==> src/rtl/router_pkg.sv <==
// Shared router definitions: header field positions and header length extraction.
// Used by the router FSM, register blocks and the packet FIFO.
package router_pkg;

  localparam int HDR_ADDR_LSB   = 0;
  localparam int HDR_ADDR_MSB   = 1;
  localparam int HDR_LEN_LSB    = HDR_ADDR_MSB + 1;
  localparam int HDR_WORD_MAX_W = 64;

  typedef logic [HDR_WORD_MAX_W-1:0] hdr_word_t;

  // Callers zero-extend their word to hdr_word_t and size-cast the result back.
  function automatic hdr_word_t hdr_len(input hdr_word_t word);
    return word >> HDR_LEN_LSB;
  endfunction

endpackage

==> src/rtl/router_fifo_mem.sv <==
// Register-file storage for router_pkt_fifo: one synchronous write port,
// one asynchronous read port, array not reset.
module router_fifo_mem
  import router_pkg::*;
#(
  parameter int WIDTH  = 9,
  parameter int DEPTH  = 16,
  parameter int ADDR_W = 4
) (
  input  logic              clock,
  input  logic              wr_en,
  input  logic [ADDR_W-1:0] wr_addr,
  input  logic [WIDTH-1:0]  wr_data,
  input  logic [ADDR_W-1:0] rd_addr,
  output logic [WIDTH-1:0]  rd_data
);

  logic [WIDTH-1:0] mem [DEPTH];

  always_ff @(posedge clock) begin
    if (wr_en) mem[wr_addr] <= wr_data;
  end

  assign rd_data = mem[rd_addr];

endmodule

==> src/rtl/router_pkt_fifo.sv <==
// Packet-aware router output FIFO with registered read port, packet tracker and
// occupancy flags. Define ROUTER_FIFO_PARITY_CHK_EN to enable the parity checker.
module router_pkt_fifo
  import router_pkg::*;
#(
  parameter  int DATA_W    = 8,
  parameter  int DEPTH     = 16,
  parameter  int AF_MARGIN = 2,
  localparam int ADDR_W    = $clog2(DEPTH),
  localparam int LEN_W     = DATA_W - 2
) (
  input  logic              clock,
  input  logic              resetn,
  input  logic              soft_reset,
  input  logic              write_enb,
  input  logic              lfd_state,
  input  logic [DATA_W-1:0] data_in,
  input  logic              read_enb,
  output logic [DATA_W-1:0] data_out,
  output logic              data_valid,
  output logic              empty,
  output logic              full,
  output logic              almost_full,
  output logic [ADDR_W:0]   count,
  output logic [LEN_W:0]    pkt_remaining,
  output logic              pkt_active,
  output logic              pkt_trunc,
  output logic              parity_err
);

  logic [ADDR_W:0]   wr_ptr, rd_ptr;
  logic              push_p0, pop_p0;
  logic [DATA_W:0]   rd_word_p0;
  logic              rd_tag_p0;
  logic [DATA_W-1:0] rd_data_p0;
  logic [LEN_W:0]    hdr_rem_p0;

  router_fifo_mem #(
    .WIDTH  (DATA_W + 1),
    .DEPTH  (DEPTH),
    .ADDR_W (ADDR_W)
  ) u_mem (
    .clock   (clock),
    .wr_en   (push_p0),
    .wr_addr (wr_ptr[ADDR_W-1:0]),
    .wr_data ({lfd_state, data_in}),
    .rd_addr (rd_ptr[ADDR_W-1:0]),
    .rd_data (rd_word_p0)
  );

  assign empty       = (wr_ptr == rd_ptr);
  assign full        = (wr_ptr == {~rd_ptr[ADDR_W], rd_ptr[ADDR_W-1:0]});
  assign almost_full = (count >= (ADDR_W+1)'(DEPTH - AF_MARGIN));
  assign pkt_active  = (pkt_remaining != '0);

  assign push_p0    = write_enb && !full;
  assign pop_p0     = read_enb && !empty;
  assign rd_tag_p0  = rd_word_p0[DATA_W];
  assign rd_data_p0 = rd_word_p0[DATA_W-1:0];
  // Header pop loads payload length plus the trailing parity byte.
  assign hdr_rem_p0 = {1'b0, LEN_W'(hdr_len(HDR_WORD_MAX_W'(rd_data_p0)))} + (LEN_W+1)'(1);

  // Read stage: pop registers the word and updates the packet tracker.
  always_ff @(posedge clock or negedge resetn) begin
    if (!resetn) begin
      wr_ptr        <= '0;
      rd_ptr        <= '0;
      count         <= '0;
      pkt_remaining <= '0;
      pkt_trunc     <= 1'b0;
      data_valid    <= 1'b0;
      data_out      <= '0;
    end else if (soft_reset) begin
      wr_ptr        <= '0;
      rd_ptr        <= '0;
      count         <= '0;
      pkt_remaining <= '0;
      pkt_trunc     <= 1'b0;
      data_valid    <= 1'b0;
    end else begin
      data_valid <= pop_p0;
      pkt_trunc  <= 1'b0;
      if (push_p0) wr_ptr <= wr_ptr + (ADDR_W+1)'(1);
      if (pop_p0) begin
        rd_ptr   <= rd_ptr + (ADDR_W+1)'(1);
        data_out <= rd_data_p0;
        if (rd_tag_p0) begin
          pkt_remaining <= hdr_rem_p0;
          pkt_trunc     <= pkt_active;
        end else if (pkt_active) begin
          pkt_remaining <= pkt_remaining - (LEN_W+1)'(1);
        end
      end
      case ({push_p0, pop_p0})
        2'b10:   count <= count + (ADDR_W+1)'(1);
        2'b01:   count <= count - (ADDR_W+1)'(1);
        default: count <= count;
      endcase
    end
  end

`ifdef ROUTER_FIFO_PARITY_CHK_EN
  logic [DATA_W-1:0] par_acc;

  // Parity stage: check fires on the pop that completes the packet.
  always_ff @(posedge clock or negedge resetn) begin
    if (!resetn) begin
      par_acc    <= '0;
      parity_err <= 1'b0;
    end else if (soft_reset) begin
      par_acc    <= '0;
      parity_err <= 1'b0;
    end else begin
      parity_err <= 1'b0;
      if (pop_p0) begin
        if (rd_tag_p0) begin
          par_acc <= rd_data_p0;
        end else if (pkt_active) begin
          par_acc <= par_acc ^ rd_data_p0;
          if (pkt_remaining == (LEN_W+1)'(1)) parity_err <= |(par_acc ^ rd_data_p0);
        end
      end
    end
  end
`else
  assign parity_err = 1'b0;
`endif

endmodule
==> config.mk <==
export PLATFORM = sky130hd
export DESIGN_NAME = router_pkt_fifo
export DESIGN_NICKNAME = d
export VERILOG_FILES = /design/src/rtl/router_pkg.sv /design/src/rtl/router_fifo_mem.sv /design/src/rtl/router_pkt_fifo.sv
export SDC_FILE = /design/constraint.sdc
export NUM_CORES = 1
export LEC_CHECK = 0
export ABC_CLOCK_PERIOD_IN_PS = 5270
export CAP_MARGIN = 20
export CORE_MARGIN = 2
export CORE_UTILIZATION = 55
export DETAILED_ROUTE_END_ITERATION = 8
export PLACE_DENSITY = 0.74
export SYNTH_ARGS = -nofsm -noshare
export SYNTH_HDL_FRONTEND = slang
export SYNTH_SLANG_ARGS = --single-unit
==> constraint.sdc <==
create_clock -name clock -period 5.27 [get_ports clock]
set_input_delay 0.7905 -clock clock [delete_from_list [all_inputs] [get_ports clock]]
set_output_delay 0.7905 -clock clock [all_outputs]
set_load 0.05 [all_outputs]
After elaboration in Yosys (flattened, before gate mapping)
Memories as Yosys holds them, arrays and structs flattened.
Index checks and enable logic that the tools add are counted.
W data, S select, Z words.
{"block": "op_classes", "add_sub_neg": 6, "order_cmp": 1, "eq_ne": 4, "muxes": 16, "bitwise_logic": 2, "n_reduce_logical": 11}
{"cell": "$mux W7", "count": 4}
{"cell": "$mux W5", "count": 5}
{"cell": "$add A5 B1 Y5 const B", "count": 3}
{"cell": "$eq A5 B5 Y1", "count": 2}
{"cell": "$pmux W5 S2", "count": 1}
{"cell": "$add A6 B1 Y7 const B", "count": 1}
{"cell": "$reduce_bool A7 Y1", "count": 1}
{"cell": "$sub A7 B1 Y7 const B", "count": 1}
{"cell": "$mux W1", "count": 6}
{"cell": "$reduce_bool A3 Y1", "count": 2}
{"cell": "$ge A5 B4 Y1 const B", "count": 1}
{"cell": "$sub A5 B1 Y5 const B", "count": 1}
{"cell": "$reduce_and A2 Y1", "count": 2}
{"cell": "$reduce_bool A2 Y1", "count": 2}
{"cell": "$eq A2 B1 Y1 const B", "count": 1}
{"cell": "$eq A2 B2 Y1 const B", "count": 1}
{"cell": "$logic_and A1 B1 Y1", "count": 2}
{"cell": "$logic_not A1 Y1", "count": 2}
{"cell": "$not A1 Y1", "count": 2}
{"block": "totals", "regBits": 32, "mem_bits_rw": 144, "out_inout_bits": 27, "elab_cells": 48, "n_memories": 1}
{"memory": "u_mem.mem", "words": 16, "word_bits": 9, "rd": 1, "rd_clocked_by_memory_dff": 0, "write_ports": 1, "line_no": "router_fifo_mem.sv:18", "rtl": "logic [WIDTH-1:0] mem [DEPTH];"}

Longest topological paths before layout
Gate-level depths: netlist of run 1.
{"block": "logic_depth", "depth_word": 7, "depth_mapped": 17, "mapped_depth_nobuf": 12}

Modules after synthesis
From an unflattened synthesis of run 1, not the netlist that was laid out.
{"block": "hier_totals", "hier_cells": 435, "hier_area_um2": 7572.3}
{"module": "router_fifo_mem", "n_inst": 1, "cells_per_inst": 245, "area_each_um2": 5600.4}
{"module": "router_pkt_fifo", "n_inst": 1, "cells_per_inst": 190, "area_each_um2": 1971.9}

Least setup slack after synthesis of run 1
No wires, ideal clock.
{"block": "synth_path", "path_kind": "register to register", "from": "reg rd_ptr[0]", "to": "reg count[4]", "setup_ns": 0.135, "t_arrival_ns": 3.001, "t_required_ns": 5.135, "setup_slack_ns": 2.134, "stages_incl_launch_ff": 18, "synth_period_minus_slack_ns": 3.136, "path_cell_list": "dfrtp_1 -> buf_6 -> buf_6 -> buf_6 -> buf_6 -> xnor2_1 -> nand4_1 -> o21a_1 -> buf_1 -> nand2b_1 -> inv_1 -> ha_1 -> nor2b_1 -> o21ai_0 -> nand2b_1 -> nor3_1 -> o21ai_1 -> nor3b_1"}
{"block": "synth_via", "elab_chain_len": 6, "elab_cells_between_ends": 11, "cone_classes": "4 x eq/ne; 2 x mux; 5 x reduce/logical"}
{"item": "from (decl)", "line_no": "router_pkt_fifo.sv:31", "rtl": "logic [ADDR_W:0] wr_ptr, rd_ptr;"}
{"item": "from (signal assigned)", "line_no": "router_pkt_fifo.sv:85", "rtl": "rd_ptr <= rd_ptr + (ADDR_W+1)'(1);"}
{"item": "$eq A5 B5 Y1, on equally long branches", "line_no": "router_pkt_fifo.sv:51, router_pkt_fifo.sv:52"}
{"item": "$logic_not A1 Y1, on equally long branches", "line_no": "router_pkt_fifo.sv:57, router_pkt_fifo.sv:56"}
{"item": "$logic_and A1 B1 Y1, on equally long branches", "line_no": "router_pkt_fifo.sv:57, router_pkt_fifo.sv:56"}
{"item": "$eq A2 B1 Y1 or $eq A2 B2 Y1 (tied branches)", "line_no": "router_pkt_fifo.sv:94", "rtl": "case ({push_p0, pop_p0})"}
{"item": "$pmux W5 S2", "line_no": "router_pkt_fifo.sv:94"}
{"item": "$mux W5", "line_no": "router_pkt_fifo.sv:73", "rtl": "end else if (soft_reset) begin"}
{"item": "to (signal assigned)", "line_no": "router_pkt_fifo.sv:95", "rtl": "2'b10: count <= count + (ADDR_W+1)'(1);"}
{"item": "to (signal assigned)", "line_no": "router_pkt_fifo.sv:96", "rtl": "2'b01: count <= count - (ADDR_W+1)'(1);"}
{"item": "to (signal assigned)", "line_no": "router_pkt_fifo.sv:97", "rtl": "default: count <= count;"}
{"item": "to (decl)", "line_no": "router_pkt_fifo.sv:24", "rtl": "output logic [ADDR_W:0] count,"}
Several ways; a longest one is shown, not always the timed one.
A chain may end at the register's enable or synchronous reset.

Worst setup path after layout of run 1
{"block": "layout_path", "from": "reg pkt_remaining[0]", "to": "out pkt_active"}
{"block": "layout_via", "elab_chain_len": 1}
{"item": "from (decl)", "line_no": "router_pkt_fifo.sv:25", "rtl": "output logic [LEN_W:0] pkt_remaining,"}
{"item": "from (signal assigned)", "line_no": "router_pkt_fifo.sv:88", "rtl": "pkt_remaining <= hdr_rem_p0;"}
{"item": "from (signal assigned)", "line_no": "router_pkt_fifo.sv:91", "rtl": "pkt_remaining <= pkt_remaining - (LEN_W+1)'(1);"}
{"item": "$reduce_bool A7 Y1", "line_no": "router_pkt_fifo.sv:54", "rtl": "assign pkt_active = (pkt_remaining != '0);"}
{"item": "to (decl)", "line_no": "router_pkt_fifo.sv:26", "rtl": "output logic pkt_active,"}
No other way between the ends.

==> flow_summary.yaml, run 1 <==
clock_tree:
  cts_htree_levels: 4
  cts_resized: 0
  ctsHoldBuffers: 0
  clock-sinks: 176
  clk_path_buf_depth: 2
  path_clk_slew_ps: 60
  post_cts_buffers: 0
  clk_latency_ps: 430
  ctsRootBufferMaster: "clkbuf_16"
  cts_buffers: 17
  cts_tree: "done"
placement:
  placedCellCount: 635
  globalplace.congestion: 0.823
  post-dp-hpwl_um: 9250
  io_buffers: 39
synth:
  ys_seq_area_frac: 0.689
  synth_largest_area_cell: "edfxtp_1"
  synth_top_area_share: 0.581
  yosysMostFrequentCell: "edfxtp_1"
  synth_top_family_by_area: "multiplexers"
  synth_compound_area_frac: 0.0326
  syn_inst: 433
  synth_common_cells: "edfxtp_1 (144), nor2_1 (40), mux4_2 (39)"
  synth_edf_count: 144
  yosys.cell_types.count: 48
  synthTopCellsByArea: "edfxtp_1 (58%), mux4_2 (12%), dfrtp_1 (11%)"
  synth_xor_area_frac: 0.0257
  postSynthAreaPerCell_sq_um: 17.2
  synth-main-ff-cell: "edfxtp_1"
  ys_ff_latch: 176
  postSynth.asyncResetShare: 0.182
  yosysWarnings: 0
  muxShareOfSynthArea: 0.152
  synth_nets: 458
  synth_simple_gate_area_share: 0.0592
  syn_area_sq_um: 7440
  synth_adder_area_share: 0.0195
final_layout:
  drive_above_1_share: 0.195
  fillCellCount: 945
  final_nets: 504
  diodes: 0
  area_delta_synth_final_pct: 15.0
  fin_cells: 668
timing:
  max_clock_freq_mhz: 258
  hold_ws_ps: 506
  setup_violations: 0
  relSlewSlack: 0.267
  rsz0062_at_grt: "no"
  tightestPinTransition_ps: 1100
  final_hold_viol_count: 0
  skew_ps: 7.91
  tns_ps: 0
  fin_crit_sh: 0.734
  period_minus_slack_ps: 3870
  slew_viol_final: 0
critical_path:
  crit_path_start_kind: "flop"
  critPathArrivalTime_ps: 3080
  path_class: "reg2out"
  r2r-start: "rd_ptr[0]"
  required_ps: 4480
  end_kind: "output pin"
  critPathMaxFanout: 7
  startpoint: "pkt_remaining[0]"
pwr:
  power_density_nw_per_um2: 444
  vdd_ir_drop_max_uv: 209
  p_leak_nw: 2.89
drt:
  drt-pass1-iter-count: 7
  drt-initial-drc-count: 294
  totalWireLength_um: 14400
  avgRoutedWirePerCell_um: 21.5
  drc_errors: 0
  ant_nets: 0
  vias: 3953
  avgViaCountPerCell: 5.92
global_route:
  grt_remaining_overflow: 0
  track_usage: 0.219
  grt_pass1_vias: 4005
  grt_pass1_wl_um: 22900
  antenna_found_initial: 0
  grt_max_degree: 33
die:
  io_pins: 41
  dieWidth_um: 120
  dieArea_sq_um: 14500
  rows: 42
  core-area_sq_um: 13200
  die_y_um: 120
  initial_core_util: 0.562
worst_hold_path:
  worstHoldPathType: "reg2reg"
  worstHoldStart: "data_out[2]"
run:
  drv_cap: 0
outcome:
  status: "completed"
## stage by stage
step	util	setup WS, ps	power (W)	instance area, sq um
6_report	0.646	1400	0.00380	8560
2_1_floorplan	-	2130	0.00238	7440
3_5_place_dp	0.603	1870	0.00265	7990
4_1_cts	0.646	1410	0.00383	8550
3_3_place_gp	0.603	1960	0.00263	7990
5_1_grt	0.646	1180	0.00396	8560
## power by group
part	internal, W	switching (W)
Combinational	0.000394	0.000567
Clock	0.000657	0.000523
Sequential	0.00158	0.0000793
Total	0.00263	0.00117
## cell families (layout without fill, tap and decap cells)
kind of cell             count (synthesis)  in the layout
AO/OA/AOI/OAI                           38             38
other                                    1              1
multiplexers                            63             63
XOR/XNOR                                21             21
flip-flops                             176            176
AND/OR/NAND/NOR                         93             93
adder cells (fa/ha/maj)                 11             11
buffers and inverters                   30             89
## flip-flops by register name, summed over array words and instances (netlist names)
register / cells
pkt_remaining: 7
count: 5
wr_ptr: 5
rd_ptr: 5
u_mem.mem: 144
data_valid: 1
pkt_trunc: 1
data_out: 8
## cells in the final DEF (no fill, tap or decap), types with 2 or more instances in the layout
master	netlist	final
edfxtp_1	144	144
nor2_1	40	40
mux4_2	39	39
clkdlybuf4s50_1	0	39
dfrtp_1	32	31
clkbuf_16	0	17
nand2_1	15	15
mux2i_1	13	13
xnor2_1	12	12
a21oi_1	12	12
mux2_2	11	11
nor3_1	10	10
ha_1	10	10
buf_4	3	10
inv_1	8	8
xor2_1	8	8
nand2b_1	6	6
o21ai_0	5	5
nand4_1	4	4
a21o_1	4	4
nand3_1	4	4
inv_6	0	4
o21a_1	3	3
o21ai_1	3	3
nor2b_1	3	3
clkinv_2	0	3
clkinvlp_4	0	3
o22ai_1	2	2
or3_1	2	2
nor3b_1	2	2
clkinv_4	0	2
## critical path: stages, from the launching register on
cell and delay, ps:
dfrtp_1 400, inv_1 110, ha_1 220, or4b_2 640
nor3_1 320, inv_1 220, clkdlybuf4s50_1 740
## layout make-up
type	count	area, sq um	share of cell area
Inverter	8	30.0	0.00351
Clock inverter	14	131	0.0154
Sequential cell	176	5130	0.599
Multi-Input combinational cell	227	2160	0.252
Tap cell	176	220	0.0257
Clock buffer	18	429	0.0501
Timing Repair Buffer	49	465	0.0544
## per-layer routing
metal  wire length (um)  share of wire  vias up  track usage
li1                   -              -     1769            -
met1               6240           0.43     2025        0.292
met2               7140           0.50      135        0.352
met3                719          0.050       24       0.0509
met4                252          0.018        0       0.0879
met5                  0              0        -            0
## final timing paths
path                            depth (start not counted)     endpoint  slack, ps
worst max register to register                         12     count[4]       1970
worst min-delay path                                    1  data_out[2]        510
min in group asynchronous                               2     count[4]        760
worst max-delay path                                    6   pkt_active       1400
worst min register to register                          1  data_out[2]        510
max in group asynchronous                               2    rd_ptr[0]       4180
Note: power is estimated with default switching activity, not from simulation.
==> inputs of run 2 (changes only) <==
- ABC_CLOCK_PERIOD_IN_PS: 5270 -> 3750
- clock period: 5.27 -> 3.75 ns (I/O delays scaled with it)
==> run 2 against run 1 <==
Sequential power is 39% higher. Core utilization is 0.52 points higher. Worst hold slack improved by 5.0 ps. Count of clock-buffer cells in the layout stayed put. Clock skew is 0.59 ps lower. Critical endpoint unchanged. Highest routed layer unchanged.
==> flow_summary.yaml, run 2 (synthesis results as in run 1) <==
critical_path:
  rr_worst_depth: 9
  crit_path_end: "pkt_active"
  path_class: "reg2out"
  critPathArrivalTime_ps: 2680
  crit_path_start_kind: "flop"
  r2r-end: "pkt_remaining[1]"
  startpoint: "pkt_remaining[0]"
  end_kind: "output pin"
  cpPeakStageDelay_ps: 640
  path_common_cell: "inv_1"
  cp_cell_sequence: "inv_1 > ha_1 > or4b_2 > nor3_1 > inv_1 > dlymetal6s2s_1"
  required_ps: 3190
  cpMaxStageDelayCell: "or4b_2"
  rrSetupSlack_ps: 690
  r2r-start: "rd_ptr[0]"
  critPathMaxFanout: 7
drt:
  avgRoutedWirePerCell_um: 22.1
  avgViaCountPerCell: 5.95
  totalWireLength_um: 15000
  drt-initial-drc-count: 416
  vias: 4026
  drc_errors: 0
  drt-pass1-iter-count: 5
  ant_nets: 0
pwr:
  vdd_ir_drop_max_uv: 302
  power_density_nw_per_um2: 616
  p_leak_nw: 2.95
  total_power_w: 0.00532
final_layout:
  fin_util: 0.651
  largestRegisters: "u_mem.mem: 144 flops, data_out: 8 flops, pkt_remaining: 7 flops"
  final_nets: 515
  largest_register_ffs: 144
  area_delta_synth_final_pct: 15.9
  drive_above_1_share: 0.206
  largest-register: "u_mem.mem"
  fillCellCount: 909
  layout_common_cells: "edfxtp_1 (144), nor2_1 (40), mux4_2 (39)"
  layout_commonest_cell: "edfxtp_1"
  final_area_sq_um: 8630
  diodes: 0
clock_tree:
  clk_latency_ps: 430
  path_clk_slew_ps: 60
  cts_htree_levels: 4
  clk_path_buf_depth: 2
  ctsRootBufferMaster: "clkbuf_16"
  cts_buffers: 17
  post_cts_buffers: 0
  clock-sinks: 176
  cts_tree: "done"
global_route:
  grt_max_degree: 26
  track_usage: 0.226
  grt_pass1_wl_um: 23200
  grt_pass1_vias: 4033
  antenna_found_initial: 0
  grt_remaining_overflow: 0
die:
  die_y_um: 120
  initial_core_util: 0.562
  dieWidth_um: 120
  core-area_sq_um: 13200
  io_pins: 41
  rows: 42
  dieArea_sq_um: 14500
timing:
  period_minus_slack_ps: 3240
  setup_violations: 0
  skew_ps: 7.31
  fin_crit_sh: 0.865
  max_clock_freq_mhz: 308
  final_hold_viol_count: 0
  relSlewSlack: 0.256
  tns_ps: 0
  rsz0062_at_grt: "no"
  tightestPinTransition_ps: 1110
  slew_viol_final: 0
worst_hold_path:
  worstHoldStart: "data_out[6]"
  worstHoldPathType: "reg2reg"
run:
  drv_cap: 0
placement:
  globalplace.congestion: 0.884
  io_buffers: 39
  dpl_cell_area_sq_um: 8070
  post-dp-hpwl_um: 9620
outcome:
  status: "completed"
-- run 2: cell count changes in the layout (fill, tap and decap cells not counted), sizes merged --
cell,delta
inv,-2
buf,+11
dlymetal6s2s,+1
clkinvlp,-2
clkinv,+2
clkdlybuf4s50,-1
-- run 2: repair_timing --
item                       in CTS  in global routing
gates resized for setup         0                  1
hold buffers                    0                  0
setup endpoints to repair       0                  1
-- run 2: worst min path at each step --
stage / endpoint / slack [ps] / cells past startpoint
detailed placement: data_out[2] / 500 / 1
global placement: data_out[1] / 490 / 1
global route: data_out[0] / 520 / 1
finish: data_out[6] / 510 / 1
CTS: data_out[2] / 510 / 1
floorplan: count[0] / 270 / 0
-- run 2: per-stage QoR --
stage	worst slack [ps]	instances	hold WS (ps)
after floorplan	614	433	267
after global placement	697	646	494
after detailed placement	618	646	500
after CTS	152	676	515
after global routing	338	677	522
final	506	677	511
-- run 2: per-layer routing --
metal / vias to the layer above / global-route usage / routed length, um
met1: 2081 / 0.302 / 6350
li1: 1789 / - / -
met5: - / 0 / 0
met3: 26 / 0.0571 / 833
met2: 130 / 0.358 / 7380
met4: 0 / 0.0967 / 401
-- run 2: layout make-up --
type                    count  area [sq um]  share of cell area
multi-input cells         227          2160               0.250
clock inverters            12           111              0.0129
repair buffers             60           554              0.0642
inverters                   8          30.0             0.00348
well taps                 176           220              0.0255
flip-flops and latches    176          5130               0.594
clock buffers              18           429              0.0497
-- run 2: critical path, delay by kind of cell, from the launching register on --
| family | cells | cell delay [ps] |
|---|---|---|
| simple gates | 2 | 990 |
| buf+inv | 3 | 670 |
| fa+ha+maj | 1 | 210 |
| flops | 1 | 400 |
-- run 2: power by group --
group | internal (W) | switching, W
Clock | 0.000909 | 0.000717
Combinational | 0.000571 | 0.000806
Sequential | 0.00222 | 0.0000957
Total | 0.00370 | 0.00162
==> inputs of run 3 (changes only) <==
- CTS_CLUSTER_SIZE: unset -> 16
==> results of run 3 <==
No change in the layout: final DEF, timing and power equal those of run 2.
